--- src/rtl/xor_test_sequencer_pkg.sv ---
// Shared definitions for the XOR self-test sequencer: state encoding,
// vector count, "no failure" marker and the stimulus/expected tables.
package xor_test_sequencer_pkg;

  typedef enum logic [2:0] {
    S_IDLE   = 3'd0,
    S_DRIVE  = 3'd1,
    S_WAIT   = 3'd2,
    S_SAMPLE = 3'd3,
    S_FINISH = 3'd4
  } state_t;

  localparam int         NUM_VEC  = 7;
  localparam logic [2:0] NO_FAIL  = 3'd7;
  localparam logic [2:0] LAST_VEC = 3'd6;

  // {in1,in2} applied for each vector index
  function automatic logic [1:0] vec_in(input logic [2:0] idx);
    logic [1:0] v;
    v = 2'b00;
    case (idx)
      3'd0: v = 2'b00;
      3'd1: v = 2'b10;
      3'd2: v = 2'b11;
      3'd3: v = 2'b01;
      3'd4: v = 2'b00;
      3'd5: v = 2'b01;
      3'd6: v = 2'b10;
      default: v = 2'b00;
    endcase
    return v;
  endfunction

  function automatic logic vec_exp(input logic [2:0] idx);
    logic [1:0] v;
    v = vec_in(idx);
    return v[1] ^ v[0];
  endfunction

endpackage

--- src/rtl/xor_test_sequencer_dwell_timer.sv ---
// Down-counter that times how long each vector is held before sampling.
module xor_test_sequencer_dwell_timer #(
  parameter int DWELL_W = 4
) (
  input  logic               clk,
  input  logic               rst_n,
  input  logic               load,
  input  logic               en,
  input  logic [DWELL_W-1:0] load_val,
  output logic               zero
);

  logic [DWELL_W-1:0] cnt;

  always_ff @(posedge clk) begin
    if (!rst_n) begin
      cnt <= '0;
    end else if (load) begin
      cnt <= load_val;
    end else if (en) begin
      cnt <= cnt - DWELL_W'(1);
    end
  end

  assign zero = (cnt == '0);

endmodule

--- src/rtl/xor_test_sequencer.sv ---
// Self-test controller for a 2-input XOR unit: walks a fixed truth-table
// pattern, samples the unit after a dwell and reports pass/fail results.
module xor_test_sequencer
  import xor_test_sequencer_pkg::*;
#(
  parameter int DWELL_CYCLES = 10,
  parameter int DWELL_W      = 4
) (
  input  logic       clk,
  input  logic       rst_n,
  input  logic       start,
  input  logic       continuous,
  input  logic       dut_out,
  output logic       dut_in1,
  output logic       dut_in2,
  output logic       busy,
  output logic       done,
  output logic       pass,
  output logic [2:0] err_count,
  output logic [2:0] fail_idx,
  output logic [2:0] vec_idx
);

  localparam logic [DWELL_W-1:0] DWELL_LOAD = DWELL_W'(DWELL_CYCLES - 1);

  state_t state;
  logic   tmr_zero;
  logic   mismatch;
  logic   launch;

  xor_test_sequencer_dwell_timer #(
    .DWELL_W (DWELL_W)
  ) u_dwell_timer (
    .clk      (clk),
    .rst_n    (rst_n),
    .load     (state == S_DRIVE),
    .en       (state == S_WAIT),
    .load_val (DWELL_LOAD),
    .zero     (tmr_zero)
  );

  assign mismatch = dut_out ^ vec_exp(vec_idx);
  // a run begins either from a start request or an automatic restart
  assign launch   = ((state == S_IDLE) && start) || ((state == S_FINISH) && continuous);

  always_ff @(posedge clk) begin
    if (!rst_n) begin
      state     <= S_IDLE;
      dut_in1   <= 1'b0;
      dut_in2   <= 1'b0;
      busy      <= 1'b0;
      done      <= 1'b0;
      pass      <= 1'b0;
      err_count <= 3'd0;
      fail_idx  <= NO_FAIL;
      vec_idx   <= 3'd0;
    end else begin
      done <= 1'b0;
      if (launch) begin
        state                <= S_DRIVE;
        vec_idx              <= 3'd0;
        {dut_in1, dut_in2}   <= vec_in(3'd0);
        busy                 <= 1'b1;
        pass                 <= 1'b0;
        err_count            <= 3'd0;
        fail_idx             <= NO_FAIL;
      end else begin
        case (state)
          S_IDLE: begin
            busy <= 1'b0;
          end
          S_DRIVE: begin
            state <= S_WAIT;
          end
          S_WAIT: begin
            if (tmr_zero) state <= S_SAMPLE;
          end
          S_SAMPLE: begin
            if (mismatch) begin
              err_count <= err_count + 3'd1;
              if (fail_idx == NO_FAIL) fail_idx <= vec_idx;
            end
            // pass must include the verdict of the vector sampled right now
            if (vec_idx == LAST_VEC) begin
              state <= S_FINISH;
              done  <= 1'b1;
              pass  <= (err_count == 3'd0) && !mismatch;
            end else begin
              state              <= S_DRIVE;
              vec_idx            <= vec_idx + 3'd1;
              {dut_in1, dut_in2} <= vec_in(vec_idx + 3'd1);
            end
          end
          S_FINISH: begin
            state   <= S_IDLE;
            busy    <= 1'b0;
            dut_in1 <= 1'b0;
            dut_in2 <= 1'b0;
          end
          default: begin
            state <= S_IDLE;
            busy  <= 1'b0;
          end
        endcase
      end
    end
  end

endmodule

--- config.mk ---
export PLATFORM = sky130hd
export DESIGN_NAME = xor_test_sequencer
export DESIGN_NICKNAME = d
export VERILOG_FILES = /design/src/rtl/xor_test_sequencer_pkg.sv /design/src/rtl/xor_test_sequencer_dwell_timer.sv /design/src/rtl/xor_test_sequencer.sv
export SDC_FILE = /design/constraint.sdc
export NUM_CORES = 1
export LEC_CHECK = 0
export ABC_AREA = 1
export CAP_MARGIN = 10
export CORE_MARGIN = 2
export CORE_UTILIZATION = 56
export CTS_BUF_LIST = sky130_fd_sc_hd__clkbuf_4 sky130_fd_sc_hd__clkbuf_8 sky130_fd_sc_hd__clkbuf_16
export CTS_CLUSTER_SIZE = 10
export DETAILED_ROUTE_END_ITERATION = 16
export PLACE_DENSITY = 0.92
export SETUP_SLACK_MARGIN = 0.5
export SKIP_LAST_GASP = 1
export SYNTH_ARGS = -nofsm -noshare
export SYNTH_HDL_FRONTEND = slang
export SYNTH_SLANG_ARGS = --single-unit
--- constraint.sdc ---
create_clock -name clk -period 3.2 [get_ports clk]
set_clock_uncertainty 0.15 [all_clocks]
set_input_delay 0.96 -clock clk [delete_from_list [all_inputs] [get_ports clk]]
set_output_delay 0.96 -clock clk [all_outputs]
set_load 0.05 [all_outputs]
---- Yosys cells after proc, flatten, opt, wreduce, memory -nomap -nowiden ----
Index checks and enable logic that the tools add are counted.
operators by class
  add/sub/neg operators ................... 3
  equality and inequality tests ........... 20
  mux-type cells .......................... 15
  bitwise logic cells ..................... 6
  reduce and logical (&&, ||, !) cells .... 25
operator list
  kind                 number
  $eq 3x2->1 const B   6
  $eq 3x3->1 const B   6
  $pmux 2 s3           2
  $pmux 3 s4           1
  $reduce_and 2->1     6
  $reduce_or 2->1      6
  $eq 3x1->1 const B   3
  $mux 4               2
  $add 3x1->3 const B  2
  $logic_not 3->1      2
  $mux 1               6
  $mux 3               2
  $ne 2x2->1 const B   3
  $reduce_or 3->1      2
  $logic_not 4->1      1
  $not 1->1            4
  $pmux 1 s2           2
  $reduce_bool 2->1    2
  $sub 4x1->4 const B  1
  $logic_and 1x1->1    3
  $ne 3x3->1 const B   1
  $reduce_and 3->1     1
  $ne 2x1->1 const B   1
  $xor 1x1->1          2
  2 further kinds      2
storage, ports and cells
  flip-flop bits (word level) ............. 21
  output and inout bits ................... 14
  logic and storage cells ................. 81

---- Longest topological paths before layout ----
Gate-level depths: netlist of the first run.
  depth after elaboration ................. 7
  gate-level depth with buffers ........... 11
  depth with buffers taken out ............ 11

---- By module ----
A second synthesis of the first run with hierarchy kept.
second synthesis, totals
  cells, all modules ...................... 172
  area, all modules ....................... 1288.7 um2
by module, submodules not included
  module                          instances  cells each  area an instance (um2)  seq. area each (um2)
  xor_test_sequencer              1          132         1036.0                  340.3
  xor_test_sequencer_dwell_timer  1          40          252.7                   80.1

---- Least setup slack after synthesis of the first run ----
Ideal clock, no wire load.
  path kind ............................... register to register
  from .................................... reg vec_idx[0]
  to ...................................... reg fail_idx[1]
  library setup time ...................... 0.122 ns
  arrival time ............................ 1.772 ns
  data required time ...................... 2.928 ns
  slack ................................... 1.156 ns
  cell stages (with the launch flop) ...... 11
  path buffers ............................ 0
  clock period less this slack ............ 2.044 ns
  path through ............................ dfxtp_1 -> inv_1 -> ha_1 -> inv_1 -> nand2_1 -> nand2_1 -> nand3_1 -> nand2_2 -> nand3_2 -> nand2_1 -> nand3_1
on the way
  cells in the longest elaborated chain, start to end .. 6
RTL lines
  what                                   RTL line                      RTL
  from (decl)                            xor_test_sequencer.sv:21      output logic [2:0] vec_idx
  from (signal assigned)                 xor_test_sequencer.sv:90      vec_idx <= vec_idx + 3'd1;
  $eq 3x3->1 (tied with other cells)     xor_test_sequencer_pkg.sv:21  case (idx)
  $reduce_or 2->1 (no source line)       --
  $pmux 2 s3 (*)                         xor_test_sequencer_pkg.sv:21
  $xor 1x1->1 (*)                        xor_test_sequencer_pkg.sv:37  return v[1] ^ v[0];
  $xor 1x1->1 (*)                        xor_test_sequencer.sv:42      assign mismatch = dut_out ^ vec_exp(vec_idx);
  $reduce_and 3->1 (no source line) (*)  --
  to (signal assigned)                   xor_test_sequencer.sv:81      if (fail_idx == NO_FAIL) fail_idx <= vec_idx;
  to (decl)                              xor_test_sequencer.sv:20      output logic [2:0] fail_idx,
Mark *: on every way between the ends. The rest lies on a longest branch, timed or not.
A chain may end at the register's enable or synchronous reset.

---- Worst setup path in the final report of the first run ----
  from .................................... reg err_count[2]
  to ...................................... out err_count[2]
RTL lines
  what                    RTL line                  RTL
  from (decl)             xor_test_sequencer.sv:19  output logic [2:0] err_count,
  from (signal assigned)  xor_test_sequencer.sv:80  err_count <= err_count + 3'd1;
No word-level cell between the ends.

==> run metrics, run 1 <==
Ys Warns 0; fmax between 300 and 400 MHz; clk sinks 21; Ports 19; DP Wirelength ~1800 um; buffers plus inverters on the worst setup path 1; vias approximately 1,100; Post-synth ARST share 0; via/cell ratio about 5.3; Setup Buffers After CTS 0; DR DRC count 0; Antenna Cells 0; peak supply drop approximately 0.26 mV; Worst Setup SP err_count[2]; RSZ-0062 raised after global routing no; gr ovfl total 0; H-tree Lvls 1; R2R setup slack 1.36 ns; Crit Path Class reg -> out; Worst EP required approximately 2.1 ns; crit-path cells clkdlybuf4s50_1; Starting Density 0.604; max cap viols 0; number of flops mapped to enable cells by yosys 0; Post-Syn Instances ~160; CP Max Fanout 4; fin crit share 0.825; #FFs+latches synth 21; initial antenna violation count 0; PwrDens around 340 mW/mm^2; Mapped Nets roughly 170; Die Y around 50 um; Cell Area, Synth between 0.001 and 0.0015 sq mm; final WL ~2400 um; number of global-route vias before repair approximately 1,100; Die Area roughly 0.0025 sq mm; Slowest Stage Delay on Critical Path 0.82 ns; CP Capture Type output port; ANT nets after route 0; Area Overhead vs Synth 18.2%; Tmin final between 2 and 3 ns; clk slew on worst S/H paths about 0.12 ns; final net count around 190; synth top area cells dfxtp_1, nand2_1, ha_1, inv_1, a21oi_2; crit path capture err_count[2]; CTS buffer count 3; WHS Path Cells 2; Setup TNS 0 ns; reg2reg path depth 10; outcome completed; Clock Latency Late Sink between 0.3 and 0.4 ns; ratio of cells with drive above 1 in the final layout 0.169; clock root buffer clkbuf_4; endpoints failing setup 0; Avg Synthesized Cell Area around 7.6 sq um; CP Launch Type flip-flop; final core utilization 0.713; worst hold slack 0.325 ns; area leader, netlist dfxtp_1; main flop type after synthesis dfxtp_1; CTS tree done; # rows 16; WL/cell about 12 um; Hold Path Class reg -> reg; post-synthesis cell type count 29; Worst Max-Slew Pin Slew 0.511 ns; IO Port Bufs 18; crit path DAT roughly 1.5 ns; TritonRoute pass-1 iters 4; top-area cell type share of the netlist area 0.351; final hold vios 0; initial detailed-routing violation count 25; pin count of the biggest net entering global routing 13; Pleak about 0.63 nW; GR Util All Layers 0.217; Slew Viols, Final 0; CP max-delay cell clkdlybuf4s50_1; GPL Wtd Cong roughly 0.8; Clock Path Buffers 2; Die Span X about 50 um; first-pass GRT wire length 4320 um; crit-path leading delay family buffers and inverters; Core Footprint just under 0.002 sq mm; FF-to-FF Start vec_idx[0]; Rel. slew slack 0.658; Worst R2R End fail_idx[2]; critical path depth in cells 1; Seq/Total Area, Yosys 0.351
power by group:
group | internal [mW] | leakage, nW | switching, mW
Combinational | 0.0240 | 0.445 | 0.0473
Sequential | 0.269 | 0.170 | 0.00550
Clock | 0.0467 | 0.0177 | 0.0812
state kept, by name, summed over array words and instances (netlist names):
register and count:
dut_in1 1, pass 1, vec_idx 3, busy 1, err_count 3, state 3
fail_idx 3, dut_in2 1, u_dwell_timer.cnt 4, done 1
cell families after synthesis:
family                     share of synthesized area
xor gates and xnor gates                      0.0146
and+or+nand+nor                                0.283
adders and majority gates                     0.0941
AOI/OAI and AO/OA                              0.142
buffers and inverters                          0.114
DFF                                            0.351
placed cells by master (no fill, tap or decap), drive strengths merged:
cell           count
a211oi             1
a21oi             11
a31oi              2
and3               1
clkbuf             3
clkdlybuf4s50     14
clkinv             2
dfxtp             21
dlygate4sd2        3
dlymetal6s2s       1
ha                 9
inv               29
nand2             35
nand3             15
nand4              4
nor2              10
nor3               2
nor3b              1
o2111ai            1
o211ai             1
o21ai              9
or2                1
xor2               2
layer usage:
layer	global-route usage	wire [um]	share of wire
met5	0	0	0
met1	0.250	996	0.42
met2	0.388	1230	0.52
met3	0.0357	93	0.039
met4	0.0972	42	0.018
worst min-delay path by stage:
stage / endpoint / slack [ns] / startpoint
floorplan: u_dwell_timer.cnt[1] / 0.33 / u_dwell_timer.cnt[1]
global placement: pass / 0.30 / pass
detailed placement: pass / 0.31 / pass
CTS: pass / 0.32 / pass
global route: dut_in2 / 0.35 / dut_in2
finish: pass / 0.32 / pass
area by class of cell:
type,count,area [sq um]
clock buffer,3,22.5
inverter,30,114
sequential,21,420
multi-input combinational,105,639
tap,27,33.8
clock inverter,1,5.00
timing repair buffer,18,179
fill,162,568
per-stage QoR:
stage                     total power [mW]  cell area (sq um)  worst slack [ns]  instances
after floorplan                      0.334               1200              1.16        158
after global placement               0.348               1390             0.749        201
after detailed placement             0.352               1390             0.736        201
after CTS                            0.475               1410             0.556        205
after global routing                 0.496               1410             0.505        205
final                                0.474               1410             0.559        205
Yosys cell counts, types with 2 or more instances:
master,instances
nand2_1,32
inv_1,23
dfxtp_1,21
nand3_1,13
ha_1,9
a21oi_2,8
nor2_1,7
inv_2,6
o21ai_0,6
nand4_1,4
a21oi_1,3
nand2_2,3
a31oi_1,2
buf_6,2
nand3_2,2
nor2_4,2
o21ai_1,2
xor2_1,2
repair_timing:
item | 4_1_cts | 5_1_grt
hold buffers | 0 | 0
setup endpoints to repair | 3 | 1
resized for setup | 3 | 1
cloned | 0 | 0
pin swaps | 0 | 0
Power figures use the tool's default switching activity.
==> run 2: changes to the inputs <==
--- a/config.mk
+++ b/config.mk
@@ -8,11 +8,11 @@
 export ABC_AREA = 1
 export CAP_MARGIN = 10
 export CORE_MARGIN = 2
-export CORE_UTILIZATION = 56
+export CORE_UTILIZATION = 47
 export CTS_BUF_LIST = sky130_fd_sc_hd__clkbuf_4 sky130_fd_sc_hd__clkbuf_8 sky130_fd_sc_hd__clkbuf_16
 export CTS_CLUSTER_SIZE = 10
 export DETAILED_ROUTE_END_ITERATION = 16
-export PLACE_DENSITY = 0.92
+export PLACE_DENSITY = 0.83
 export SETUP_SLACK_MARGIN = 0.5
 export SKIP_LAST_GASP = 1
 export SYNTH_ARGS = -nofsm -noshare
==> constraint.sdc (replaced) <==
create_clock -name clk -period 2.3 [get_ports clk]
set_clock_uncertainty 0.15 [all_clocks]
set_input_delay 0.69 -clock clk [delete_from_list [all_inputs] [get_ports clk]]
set_output_delay 0.69 -clock clk [all_outputs]
set_load 0.05 [all_outputs]
==> run metrics, run 2 (synthesized netlist as in run 1, its figures left out) <==
outcome completed; H-tree Lvls 1 (unchanged); fmax 567 MHz; Pleak 0.663 nW (+4.7%); final net count 196 (+1.6%); initial detailed-routing violation count 17 (-32%); Post-CTS Hold Buffers 0 (unchanged); CP Max Fanout 5 (+1); CP Capture Type flip-flop; Setup TNS 0 ns (unchanged); endpoints failing setup 0 (unchanged); final WL 2380 um (+0.42%); most frequent cells in the layout nand2_1, inv_1, dfxtp_1, buf_4, nand3_1; max reg flops 4 (unchanged); initial antenna violation count 0 (unchanged); crit path DAT 1.80 ns (+0.27 ns); final hold vios 0 (unchanged); vias 1,071 (-1.9%); Starting Density 0.487 (-0.116); peak supply drop 0.315 mV (+21%); Power Total 0.648 mW (+37%); crit-path cells clkdlybuf4s50_1, inv_1, nand3_2, nand2_1, nand2_2, nand2_4, nand3_2, nand2_1, nand3_1; Die Span X 54.4 um (+8.4%); CP Launch Type primary input; CTS buffer count 3 (unchanged); PwrDens 443 mW/mm^2 (+32%); DR DRC count 0 (unchanged); TritonRoute pass-1 iters 4 (unchanged); Antenna Cells 0 (unchanged); WL/cell 11.3 um (-2.4%); Slowest Stage Delay on Critical Path 0.43 ns (-0.39 ns); fin crit share 0.767; via/cell ratio 5.08 (-4.7%); Slew Viols, Final 0 (unchanged); max cap viols 0 (unchanged); Die Y 54.4 um (+8.4%); crit-path leading delay family simple AND/OR/NAND/NOR gates; ratio of cells with drive above 1 in the final layout 0.326 (+0.157); Core Footprint 0.00245 sq mm (+24%); Ports 19 (unchanged); most flop-heavy register u_dwell_timer.cnt; first-pass GRT wire length 3850 um (-11%); GR Util All Layers 0.175 (-0.0420); # rows 18 (+2); clk slew on worst S/H paths 0.11 ns (about the same); clock root buffer clkbuf_4; Area Overhead vs Synth 22.3%; Die Area 0.00296 sq mm (+18%); Clock Path Buffers 2 (unchanged); Rel. slew slack 0.758 (+0.100); number of global-route vias before repair 980 (-6.7%); IO Port Bufs 18 (unchanged); ANT nets after route 0 (unchanged); Tmin final 1.76 ns; buffers plus inverters on the worst setup path 2 (+1); DP Wirelength 1840 um (+0.37%); CP max-delay cell clkdlybuf4s50_1; gr ovfl total 0 (unchanged); commonest non-fill, non-tap cell in the layout nand2_1; Clock Latency Late Sink 0.29 ns (-0.02 ns); CTS tree done; GPL Wtd Cong 0.796 (-1.7%); clk sinks 21 (unchanged); Crit Path Class in -> reg; pin count of the biggest net entering global routing 13 (unchanged); Worst Max-Slew Pin Slew 0.360 ns (-0.151 ns); Hold Path Class reg -> reg; Worst EP required 2.34 ns (+0.25 ns); RSZ-0062 raised after global routing yes
[run 2: cell type report]
type                       instances  area [sq um]
fill                             225           992
multi-input combinational        106           673
sequential                        21           434
timing repair buffer              20           174
inverter                          30           116
tap                               30          37.5
clock buffer                       3          22.5
clock inverter                     1          5.00
[run 2: path summary, 6_finish.rpt]
check,to,slack [ns],depth (start not counted),startpoint
max,fail_idx[1],0.54,9,dut_out
min,dut_in2,0.34,2,dut_in2
max reg2reg,fail_idx[1],0.61,10,vec_idx[0]
min reg2reg,dut_in2,0.34,2,dut_in2
[run 2: layer usage]
layer,up-vias,track usage,share of wire,wire (um)
met5,-,0,0,0
met4,0,0.0500,0.0051,12
met3,2,0.0273,0.028,67
met2,17,0.339,0.53,1260
met1,492,0.192,0.44,1040
li1,560,-,-,-
[run 2: tightest hold or removal path: cells and delay by family, from the launching register on]
| family | cells | cell delay [ns] |
|---|---|---|
| AOI/OAI and AO/OA | 1 | 0.05 |
| DFF | 1 | 0.33 |
| and+or+nand+nor | 1 | 0.08 |
[run 2: what timing repair did]
action,4_1_cts,5_1_grt
setup endpoints to repair,3,18
pin swaps,0,3
gates cloned,0,1
resized for setup,5,18
setup buffers,0,2
[run 2: stage by stage]
step | hold WS (ns) | instance area [sq um] | utilization | setup WS [ns] | cells
after floorplan | 0.326 | 1200 | - | 0.507 | 158
after global placement | 0.315 | 1370 | 0.560 | 0.239 | 204
after detailed placement | 0.318 | 1370 | 0.560 | 0.191 | 204
after CTS | 0.341 | 1410 | 0.573 | 0.467 | 208
after global routing | 0.365 | 1460 | 0.596 | 0.469 | 211
final | 0.338 | 1460 | 0.596 | 0.536 | 211
[run 2: power breakdown]
| part | internal [mW] | total (mW) | switching (mW) |
|---|---|---|---|
| Combinational | 0.0348 | 0.102 | 0.0668 |
| Sequential | 0.371 | 0.379 | 0.00752 |
| Clock | 0.0646 | 0.167 | 0.103 |
==> run 3: changes to the inputs <==
==> constraint.sdc (replaced) <==
create_clock -name clk -period 1.5 [get_ports clk]
set_clock_uncertainty 0.15 [all_clocks]
set_input_delay 0.45 -clock clk [delete_from_list [all_inputs] [get_ports clk]]
set_output_delay 0.45 -clock clk [all_outputs]
set_load 0.05 [all_outputs]
==> run metrics, run 3 (synthesized netlist as in run 1, its figures left out) <==
outcome finished with violations; failing checks negative setup slack; IO Port Bufs 18 (unchanged); initial antenna violation count 0 (unchanged); CP Launch Type flip-flop; GPL Wtd Cong 0.846 (+6.4%); WL/cell 17.9 um (+59%); Area Overhead vs Synth 83.7%; reg2reg path depth 5 (-5); CP Capture Type flip-flop; Power Total 1.15 mW (+77%); fmax around 580 MHz; Starting Density 0.487 (unchanged); Die Y 54.4 um (unchanged); DR DRC count 0 (unchanged); Placed Cells 216 (+5.9%); flip-flop and latch area 484 sq um (+12%); most frequent cells in the layout buf_4, nand2_1, dfxtp_4, buf_12, inv_1; via/cell ratio 5.70 (+12%); number of global-route vias before repair 1,304 (+33%); most flop-heavy register u_dwell_timer.cnt; Worst EP required 1.56 ns (-0.78 ns); Slowest Stage Delay on Critical Path 0.44 ns (about the same); fin crit share 1.16; CP Max Fanout 7 (+2); FILL cells 103 (-54%); non-filler cells, final 250 (+18%); max reg flops 4 (unchanged); PwrDens 521 mW/mm^2 (+18%); Hold Startpoint dut_in1; Clock Path Buffers 2 (unchanged); pin count of the biggest net entering global routing 12 (-1); final hold vios 0 (unchanged); RSZ-0062 raised after global routing yes; Clock Latency Late Sink 0.32 ns (+0.03 ns); final WL 4490 um (+89%); clk sinks 21 (unchanged); ANT nets after route 0 (unchanged); initial detailed-routing violation count 42 (+25); multi-input logic area 828 sq um (+23%); Worst Max-Slew Pin Slew 0.452 ns (+0.0915 ns); Tmin final ~1.7 ns; crit path DAT 1.80 ns (about the same); CTS buffer count 3 (unchanged); Die Area 0.00296 sq mm (unchanged); final net count 235 (+20%); Core Footprint 0.00245 sq mm (unchanged); dpl ws -0.356 ns (-0.547 ns); GR Util All Layers 0.276 (+0.101); FF-to-FF Start vec_idx[0]; final core utilization 0.895 (+0.299); peak supply drop 0.693 mV (+120%); WHS Path Cells 2 (unchanged); first-pass GRT wire length 5650 um (+47%); Antenna Cells 0 (unchanged); Die Span X 54.4 um (unchanged); DP Wirelength 2240 um (+21%); Pleak 0.964 nW (+45%); Ports 19 (unchanged); # rows 18 (unchanged); vias 1,425 (+33%); Crit Path Class reg -> reg; clock root buffer clkbuf_4; crit-path cells ha_2, xor2_1, nand2_1, o211ai_1, a21oi_2; commonest non-fill, non-tap cell in the layout buf_4; gr ovfl total 0 (unchanged); ratio of cells with drive above 1 in the final layout 0.645 (+0.319); worst hold slack 0.398 ns (+0.0608 ns); Worst Setup SP vec_idx[0]; Hold Path Class reg -> reg; CP max-delay cell dfxtp_4; CTS tree done; clk slew on worst S/H paths 0.13 ns (+0.02 ns); TritonRoute pass-1 iters 4 (unchanged); endpoints failing setup 14 (+14); H-tree Lvls 1 (unchanged); Rel. slew slack 0.698 (-0.0607); Final Worst Setup Slack -0.234 ns (-0.770 ns); Slew Viols, Final 0 (unchanged); max cap viols 0 (unchanged)
## run 3: cell count changes in the layout (fill, tap and decap cells not counted), sizes merged
cell	delta
buf	+39
clkbuf	+1
clkdlybuf4s50	-3
clkinv	-1
dlygate4sd2	+3
## run 3: area by class of cell
cell class | instances | area share
well taps | 30 | 0.0171
clock buffers | 4 | 0.0137
multi-input cells | 106 | 0.377
repair buffers | 59 | 0.311
inverters | 30 | 0.0609
flip-flops and latches | 21 | 0.220
## run 3: through the flow
step	TNS, ns	instance area, sq um
5_1_grt	-2.51	2200
2_1_floorplan	-0.311	1320
6_report	-2.05	2200
4_1_cts	-0.849	2010
3_3_place_gp	-3.80	1760
3_5_place_dp	-4.48	1760
## run 3: power breakdown
part / total, mW / leakage [nW] / switching [mW] / internal [mW]
combinational: 0.275 / 0.765 / 0.152 / 0.123
clock: 0.304 / 0.0184 / 0.182 / 0.122
sequential: 0.566 / 0.181 / 0.0161 / 0.550
total: 1.15 / 0.964 / 0.350 / 0.795
## run 3: timing repair
action | CTS | global route
endpoints found under the hold margin | 0 | 0
buffers inserted | 18 | 11
setup endpoints to repair | 35 | 35
resized for setup | 27 | 30
hold buffers | 0 | 0
pin swaps | 17 | 17
gates cloned | 1 | 0
## run 3: worst paths after layout
check	to	slack, ns
setup / recovery	dut_in2	-0.23
hold / removal	dut_in1	0.40
setup reg to reg	dut_in2	-0.23
hold reg to reg	dut_in1	0.40
## run 3: layer usage
metal / vias up / part of all wire / GRT usage
li1: 640 / - / -
met1: 671 / 0.35 / 0.247
met2: 74 / 0.52 / 0.542
met3: 40 / 0.052 / 0.0464
met4: 0 / 0.078 / 0.200
met5: - / 0 / 0
## run 3: critical path: cells and delay by family (launching register included)
family,cells,cell delay (ns)
compound gates,2,0.30
xor+xnor,1,0.39
fa+ha+maj,1,0.21
simple gates,1,0.13
flops,1,0.44
